==> src/rtl/sccb_arbiter.sv <==
// Purpose : two-port SCCB write arbiter; port 0 (ROM config) has priority, port 1 (runtime tweaks) is starvation-protected.
// Latency : request sampled in IDLE at edge N -> sccb_start and ack high during cycle N+1.
// Backpressure: no grant while sccb_ready=0; requesters hold req/addr/data until their ack pulse.
//
// Ports:
//   clk, rst_n               clock, async active-low reset
//   req0/addr0/data0, ack0   port 0 command in, 1-cycle accept pulse out
//   req1/addr1/data1, ack1   port 1 command in, 1-cycle accept pulse out
//   sccb_ready               SCCB master idle
//   sccb_start/addr/data     start strobe and latched command to the SCCB master
//   grant                    one-hot current owner, 00 when idle
//   busy                     high whenever not IDLE
//   timeout_err, clear_err   sticky watchdog flag and its clear
module sccb_arbiter #(
    parameter int CLK_FREQ       = 25000000,
    parameter int GAP_CYCLES     = 100,
    parameter int TIMEOUT_CYCLES = CLK_FREQ / 100,
    parameter int MAX_CONSEC     = 4
) (
    input  logic       clk,
    input  logic       rst_n,
    input  logic       req0,
    input  logic [7:0] addr0,
    input  logic [7:0] data0,
    output logic       ack0,
    input  logic       req1,
    input  logic [7:0] addr1,
    input  logic [7:0] data1,
    output logic       ack1,
    input  logic       sccb_ready,
    output logic       sccb_start,
    output logic [7:0] sccb_addr,
    output logic [7:0] sccb_data,
    output logic [1:0] grant,
    output logic       busy,
    output logic       timeout_err,
    input  logic       clear_err
);

    localparam int CW = (MAX_CONSEC < 1) ? 1 : $clog2(MAX_CONSEC + 1);

    typedef enum logic [2:0] {
        IDLE,
        ISSUE,
        WAIT_BUSY,
        WAIT_DONE,
        GAP
    } state_t;

    state_t          r_state;
    logic [CW-1:0]   r_consec;
    logic [31:0]     r_wdog;
    logic [31:0]     r_gap_cnt;

    logic w_any_req;
    logic w_consec_full;
    logic w_pick1;

    assign w_any_req     = req0 | req1;
    assign w_consec_full = (r_consec == CW'(MAX_CONSEC));
    // Port 1 wins when alone, or when port 0 has used up its consecutive-grant allowance.
    assign w_pick1       = req1 & (~req0 | w_consec_full);

    always_ff @(posedge clk or negedge rst_n) begin
        if (!rst_n) begin
            r_state     <= IDLE;
            r_consec    <= '0;
            r_wdog      <= '0;
            r_gap_cnt   <= '0;
            ack0        <= 1'b0;
            ack1        <= 1'b0;
            sccb_start  <= 1'b0;
            sccb_addr   <= '0;
            sccb_data   <= '0;
            grant       <= 2'b00;
            busy        <= 1'b0;
            timeout_err <= 1'b0;
        end else begin
            sccb_start <= 1'b0;
            ack0       <= 1'b0;
            ack1       <= 1'b0;

            // A watchdog set later in this block overrides the clear.
            if (clear_err)
                timeout_err <= 1'b0;

            case (r_state)
                IDLE: begin
                    if (sccb_ready && w_any_req) begin
                        r_state    <= ISSUE;
                        busy       <= 1'b1;
                        sccb_start <= 1'b1;
                        if (w_pick1) begin
                            grant     <= 2'b10;
                            ack1      <= 1'b1;
                            sccb_addr <= addr1;
                            sccb_data <= data1;
                            r_consec  <= '0;
                        end else begin
                            grant     <= 2'b01;
                            ack0      <= 1'b1;
                            sccb_addr <= addr0;
                            sccb_data <= data0;
                            // Only grants that make port 1 wait count toward the allowance.
                            if (req1) begin
                                if (!w_consec_full)
                                    r_consec <= r_consec + 1'b1;
                            end else begin
                                r_consec <= '0;
                            end
                        end
                    end
                end

                ISSUE: begin
                    r_state <= WAIT_BUSY;
                    r_wdog  <= '0;
                end

                WAIT_BUSY, WAIT_DONE: begin
                    // One counter spans both wait states so the budget covers the whole transfer.
                    if (r_wdog == 32'(TIMEOUT_CYCLES - 1)) begin
                        timeout_err <= 1'b1;
                        r_state     <= GAP;
                        r_gap_cnt   <= '0;
                    end else begin
                        r_wdog <= r_wdog + 32'd1;
                        if (r_state == WAIT_BUSY && !sccb_ready) begin
                            r_state <= WAIT_DONE;
                        end else if (r_state == WAIT_DONE && sccb_ready) begin
                            r_state   <= GAP;
                            r_gap_cnt <= '0;
                        end
                    end
                end

                GAP: begin
                    // Always at least one cycle here, even with a zero gap.
                    if (r_gap_cnt + 32'd1 >= 32'(GAP_CYCLES)) begin
                        r_state <= IDLE;
                        grant   <= 2'b00;
                        busy    <= 1'b0;
                    end else begin
                        r_gap_cnt <= r_gap_cnt + 32'd1;
                    end
                end

                default: r_state <= IDLE;
            endcase
        end
    end

endmodule
==> config.mk <==
export PLATFORM = sky130hd
export DESIGN_NAME = sccb_arbiter
export DESIGN_NICKNAME = d
export VERILOG_FILES = /design/src/rtl/sccb_arbiter.sv
export SDC_FILE = /design/constraint.sdc
export NUM_CORES = 1
export LEC_CHECK = 0
export ABC_AREA = 1
export CAP_MARGIN = 40
export CORE_AREA = 2 2 114 116
export DETAILED_ROUTE_END_ITERATION = 16
export DIE_AREA = 0 0 116 118
export PLACE_DENSITY_LB_ADDON = 0.25
export SLEW_MARGIN = 20
export SYNTH_ARGS = -nofsm -noshare
export SYNTH_HDL_FRONTEND = slang
export SYNTH_SLANG_ARGS = --single-unit
==> constraint.sdc <==
create_clock -name clk -period 4.2 [get_ports clk]
set_clock_uncertainty 0.15 [all_clocks]
set_input_delay 0.63 -clock clk [delete_from_list [all_inputs] [get_ports clk]]
set_output_delay 0.63 -clock clk [all_outputs]
set_load 0.005 [all_outputs]
# Yosys cells after proc, flatten, opt, wreduce, memory -nomap -nowiden
# Cells that the tools add are included.
# classes
n_eq_ne	14
n_addsub	3
reduce_logical	15
n_lt_le_gt_ge	1
mux	36
n_bitwise	4
# op_table
op	count
$mux W32	5
$pmux W32 S2	2
$add A32 B1 Y32 const B	2
$eq A32 B18 Y1 const B	1
$ge A32 B7 Y1 const B	1
$mux W3	8
$mux W8	2
$mux W1	13
$pmux W3 S4	1
$reduce_and A3 Y1	3
$ne A2 B2 Y1 const B	4
$eq A3 B2 Y1 const B	2
$eq A3 B3 Y1 const B	2
$mux W2	3
$ne A3 B3 Y1 const B	2
$reduce_bool A2 Y1	3
$ne A4 B4 Y1 const B	1
$pmux W2 S2	1
$reduce_and A2 Y1	2
$reduce_and A4 Y1	1
$add A3 B1 Y3 const B	1
$eq A3 B1 Y1 const B	1
$logic_and A1 B1 Y1	3
$logic_not A3 Y1	1
7 further kinds	8
# totals
wordCells	85
out_inout_bits	23
input_bits	38
reg_bits	93

# Depth between registers and ports, before layout
# logic_depth
ltp_word	6
depth_mapped	18
depth_no_buf	17

# Least setup slack after synthesis
# Ideal clock, no wire load.
# synth_path
kind	reg-to-reg
from	register r_gap_cnt[0]
to	register r_gap_cnt[17]
setup_slack_ns	1.874
required_time_ns	3.935
setup_ns	0.115
t_arrival_ns	2.061
synth_period_minus_slack_ns	2.326
path_stages_with_launch	16
n_path_buf	1
cell_sequence	dfrtp_1 ha_1 nand2_2 nor2_4 nand2_2 o21ai_1 nand2_1 nor2_1 nand3_1 nor2_1 nand4_4 nand2_4 nand2_4 clkinv_4 buf_12 nor2_2
# synth_between
elab_chain_len	4
elab_cells_between_ends	6
classes_between	1 x add/sub; 1 x order compare; 1 x eq/ne; 2 x mux; 1 x reduce/logical
# synth_lines
element	line	source
start: declaration	53	logic [31:0] r_gap_cnt;
start signal: assignment	144	r_gap_cnt <= r_gap_cnt + 32'd1;
$add A32 B1 Y32 (*)	139, 144	
$ge A32 B7 Y1	139	if (r_gap_cnt + 32'd1 >= 32'(GAP_CYCLES)) begin
$ne A2 B2 Y1 (no line)	-	
$reduce_and A4 Y1 (no line)	-	
# Every way passes the cells marked *; elsewhere a longest branch is shown, timed or not. The select of a mux whose other input is x is not followed.
# A chain may end at the register's enable or synchronous reset.

# Worst setup path after layout
# layout_path
from	register r_wdog[0]
to	register r_gap_cnt[26]
# layout_between
elab_chain_len	3
elab_cells_between_ends	6
classes_between	3 x eq/ne; 2 x mux; 1 x reduce/logical
# layout_lines
element	line	source
start: declaration	52	logic [31:0] r_wdog;
start signal: assignment	127	r_wdog <= r_wdog + 32'd1;
$eq A32 B18 Y1 (*)	122	if (r_wdog == 32'(TIMEOUT_CYCLES - 1)) begin
$ne A3 B3 Y1 (no line) / $mux W32 (equally long branches)	-	
$reduce_and A4 Y1 (no line) / $pmux W32 S2 (equally long branches)	-	
# Every way passes the cells marked *; elsewhere a longest branch is shown, timed or not.

==> metrics.md <==
| Metric | Value |
|---|---|
| Post-DP HPWL | `10,300 um` |
| Area Growth Syn to Fin | `20.3%` |
| First DRT Iteration DRCs | `between 300 and 400` |
| Antenna diodes | `0` |
| Top_reg_cell synth | `dfrtp_1` |
| CTS tree | `done` |
| Combinational fraction of design power | `30.0%` |
| RR Endpoint | `r_gap_cnt[26]$_DFFE_PN0P_` |
| Crit Path Class | `flop to flop` |
| Max FO, Critical Path | `26` |
| Clk sinks | `93` |
| Overflow after GRT | `0` |
| Sequential share of power | `39.2%` |
| Clock transition at path regs | `around 0.06 ns` |
| # H-tree levels | `3` |
| Max Cap Viol | `0` |
| Reg2reg setup slack | `roughly 1.2 ns` |
| Max Root-Sink Buffers | `2` |
| CP startpoint | `r_wdog[0]$_DFFE_PN0P_` |
| Internal Pwr Total | `about 1.9 mW` |
| Syn Inst Count | `between 700 and 800` |
| Status | `completed` |
| Resized cells post-CTS | `0` |
| Die Height | `roughly 120 um` |
| Nets | `877` |
| Initial Util | `between 40% and 50%` |
| Switching share of total power | `about a third` |
| P_sw | `approximately 960 uW` |
| Worst setup path end | `r_gap_cnt[26]$_DFFE_PN0P_` |
| RePlAce Congestion | `between 0.9 and 1` |
| Reg-to-reg startpoint | `r_wdog[0]$_DFFE_PN0P_` |
| VDD IR-drop max | `around 0.3 mV` |
| Post-Syn Area | `around 5500 um2` |
| Slew margin rel. | `44.2%` |
| Port Buffer Count | `60` |
| Power per cell area | `430 nW/um2` |
| DRC errors left | `0` |
| All-layer global routing usage | `a little over a fifth` |
| Later-pin clock latency in the skew report | `roughly 0.35 ns` |
| Setup crit start kind | `flop` |
| Number of enable flip-flop cells after synthesis | `0` |
| Ys Warns | `0` |
| Net count after synthesis | `approximately 810` |
| Largest net degree at the start of global routing | `63` |
| Final setup viols | `0` |
| Seq/Total Area, Yosys | `42.3%` |
| Crit share post-route | `a little over two thirds` |
| Fraction of layout cells with a size suffix above 1 | `under 10%` |
| Core Region | `around 12,000 um2` |
| Die X-Extent | `116 um` |
| TNS Setup | `0 ns` |
| First-pass GRT wire length | `about 24,000 um` |
| Die ar. | `13,700 um2` |
| Slew Viols, Final | `0` |
| Vias in the first global route | `between 5,000 and 6,000` |
| Synth Register Bits | `93` |
| Hold violation count in the final report | `0` |
| Worst min path class | `flop to flop` |
| Area taken by multi-input logic gates | `roughly 2800 um2` |
| Unrepaired setup endpoints after global routing | `false` |
| Distinct cells, synth | `33` |
| Tightest Pin Transition | `0.835 ns` |
| Num CTS Buffers | `9` |
| Routed len/inst | `~14 um` |
| Achievable clock frequency | `roughly 0.34 GHz` |
| DR vias/cell | `5.18` |
| Mapped Avg Cell Area | `approximately 7 um2` |
| Reg area | `between 2000 and 2500 um2` |
| CTS root buf | `clkbuf_16` |
| Ys async rst share | `100%` |
| Post-CTS Repair Setup Buffers | `0` |
| Antenna Nets Post-Route | `0` |
| Total Wirelength | `about 14,000 um` |
| Crit path capture type | `flop` |
| Clock share of power | `~31%` |
| Filler instances | `1,240` |
| Worst EP arrival | `~3.0 ns` |
| DR vias | `around 5,200` |
| Min cycle time layout | `between 2 and 3 ns` |
| Req. time, crit path | `between 4 and 5 ns` |
| Top Ports | `61` |
| P_leak | `2.87 nW` |
| Initial antenna violation count | `0` |
| Total power draw | `~2.9 mW` |
| Row count | `41` |
| First drt pass iteration count | `8` |
| Cell depth of the worst flop-to-flop path | `10` |
-- layout by cell type (no fill, tap or decap), types with 8 or more instances in the layout --
cell	instances
nand2_1	247
nor2_1	96
dfrtp_1	93
inv_1	83
nand3_1	74
clkdlybuf4s50_1	59
nor3_1	23
xor2_1	23
o21ai_0	19
nand4_1	18
o22ai_1	17
nor2_2	14
nor4_1	10
clkbuf_16	9
a21oi_1	8
-- critical path: stages (launching register included) --
cell and delay, ns:
dfrtp_1 0.44, ha_1 0.25, nand3_1 0.21, nor4_1 0.35
nand3_1 0.23, nand2_1 0.36, a21oi_1 0.12, inv_1 0.28
nand2_4 0.14, clkinv_4 0.22, nor2_1 0.08
-- state kept, by name (all words and copies together) (netlist names) --
name / cells
sccb_start: 1
busy: 1
ack0: 1
sccb_data: 8
r_wdog: 32
sccb_addr: 8
ack1: 1
r_gap_cnt: 32
r_state: 3
grant: 2
timeout_err: 1
r_consec: 3
-- what timing repair did --
item | 4_1_cts | 5_1_grt
hold endpoints to repair | 0 | 10
endpoints found under the setup margin | 0 | 0
hold buffers | 0 | 1
-- through the flow --
stage | utilization, % | hold slack (ns) | instances | worst slack, ns | cell area [um2]
floorplan | - | 0.184 | 771 | 1.87 | 5510
global placement | 50.5 | 0.308 | 993 | 1.07 | 6270
detailed placement | 50.5 | 0.324 | 994 | 1.29 | 6270
CTS | 53.1 | 0.241 | 1009 | 1.24 | 6590
global route | 53.4 | 0.364 | 1011 | 0.905 | 6630
finish | 53.4 | 0.335 | 1011 | 1.24 | 6630
-- final cells by class --
cell class | instances | area share (%)
clock buffers | 12 | 3.72
clock inverters | 3 | 1.04
inverters | 86 | 4.95
multi-input cells | 580 | 42.0
flip-flops and latches | 93 | 35.1
well taps | 172 | 3.25
repair buffers | 65 | 9.93
-- synthesized netlist by cell type (2+ instances only) --
master | count | area [um2]
xnor2_1 | 2 | 17.5
inv_1 | 83 | 312
nand2_1 | 247 | 927
dfrtp_1 | 93 | 2330
nor2_4 | 6 | 67.6
nor3_1 | 23 | 115
and2_1 | 2 | 12.5
nor2_2 | 14 | 87.6
ha_1 | 4 | 50.1
o21ai_1 | 3 | 15.0
nor4_1 | 10 | 62.6
nand3_1 | 74 | 370
clkbuf_1 | 9 | 33.8
o22ai_1 | 17 | 106
nand4_1 | 18 | 113
a21oi_1 | 8 | 40.0
o21ai_0 | 19 | 95.1
xor2_1 | 23 | 201
nand2_4 | 4 | 45.0
nor2_1 | 96 | 360
nand2_2 | 4 | 25.0
-- power by group through the flow --
stage               logic [mW]  registers [mW]  clock network [mW]
floorplan                0.521            1.12                   0
global placement         0.832            1.13                   0
detailed placement       0.851            1.13                   0
CTS                      0.856            1.12               0.901
global route             0.947            1.14               0.942
finish                   0.854            1.12               0.878
-- logic make-up after synthesis --
logic type	Yosys count	synth area share, %
AO/OA/AOI/OAI	50	5.04
XOR/XNOR	25	3.98
adder cells (fa/ha/maj)	4	0.909
buffers and inverters	98	7.20
flip-flops	93	42.3
AND/OR/NAND/NOR	501	40.6
-- per-layer routing --
metal | wire length [um] | vias to the layer above | global-route usage, %
li1 | - | 2604 | -
met1 | 6580 | 2470 | 30.8
met2 | 6320 | 145 | 33.2
met3 | 780 | 16 | 4.84
met4 | 168 | 0 | 5.88
met5 | 0 | - | 0
-- worst min-delay path by stage --
stage / startpoint / end / slack, ns / depth (start not counted)
final: busy$_DFFE_PN0P_ / busy$_DFFE_PN0P_ / 0.34 / 2
after detailed placement: busy$_DFFE_PN0P_ / busy$_DFFE_PN0P_ / 0.32 / 2
after floorplan: rst_n / ack0$_DFF_PN0_ / 0.18 / 0
after global routing: busy$_DFFE_PN0P_ / busy$_DFFE_PN0P_ / 0.36 / 2
after global placement: busy$_DFFE_PN0P_ / busy$_DFFE_PN0P_ / 0.31 / 2
after CTS: rst_n / r_wdog[13]$_DFFE_PN0P_ / 0.24 / 1
No activity file was read; power rests on OpenSTA's default activity.
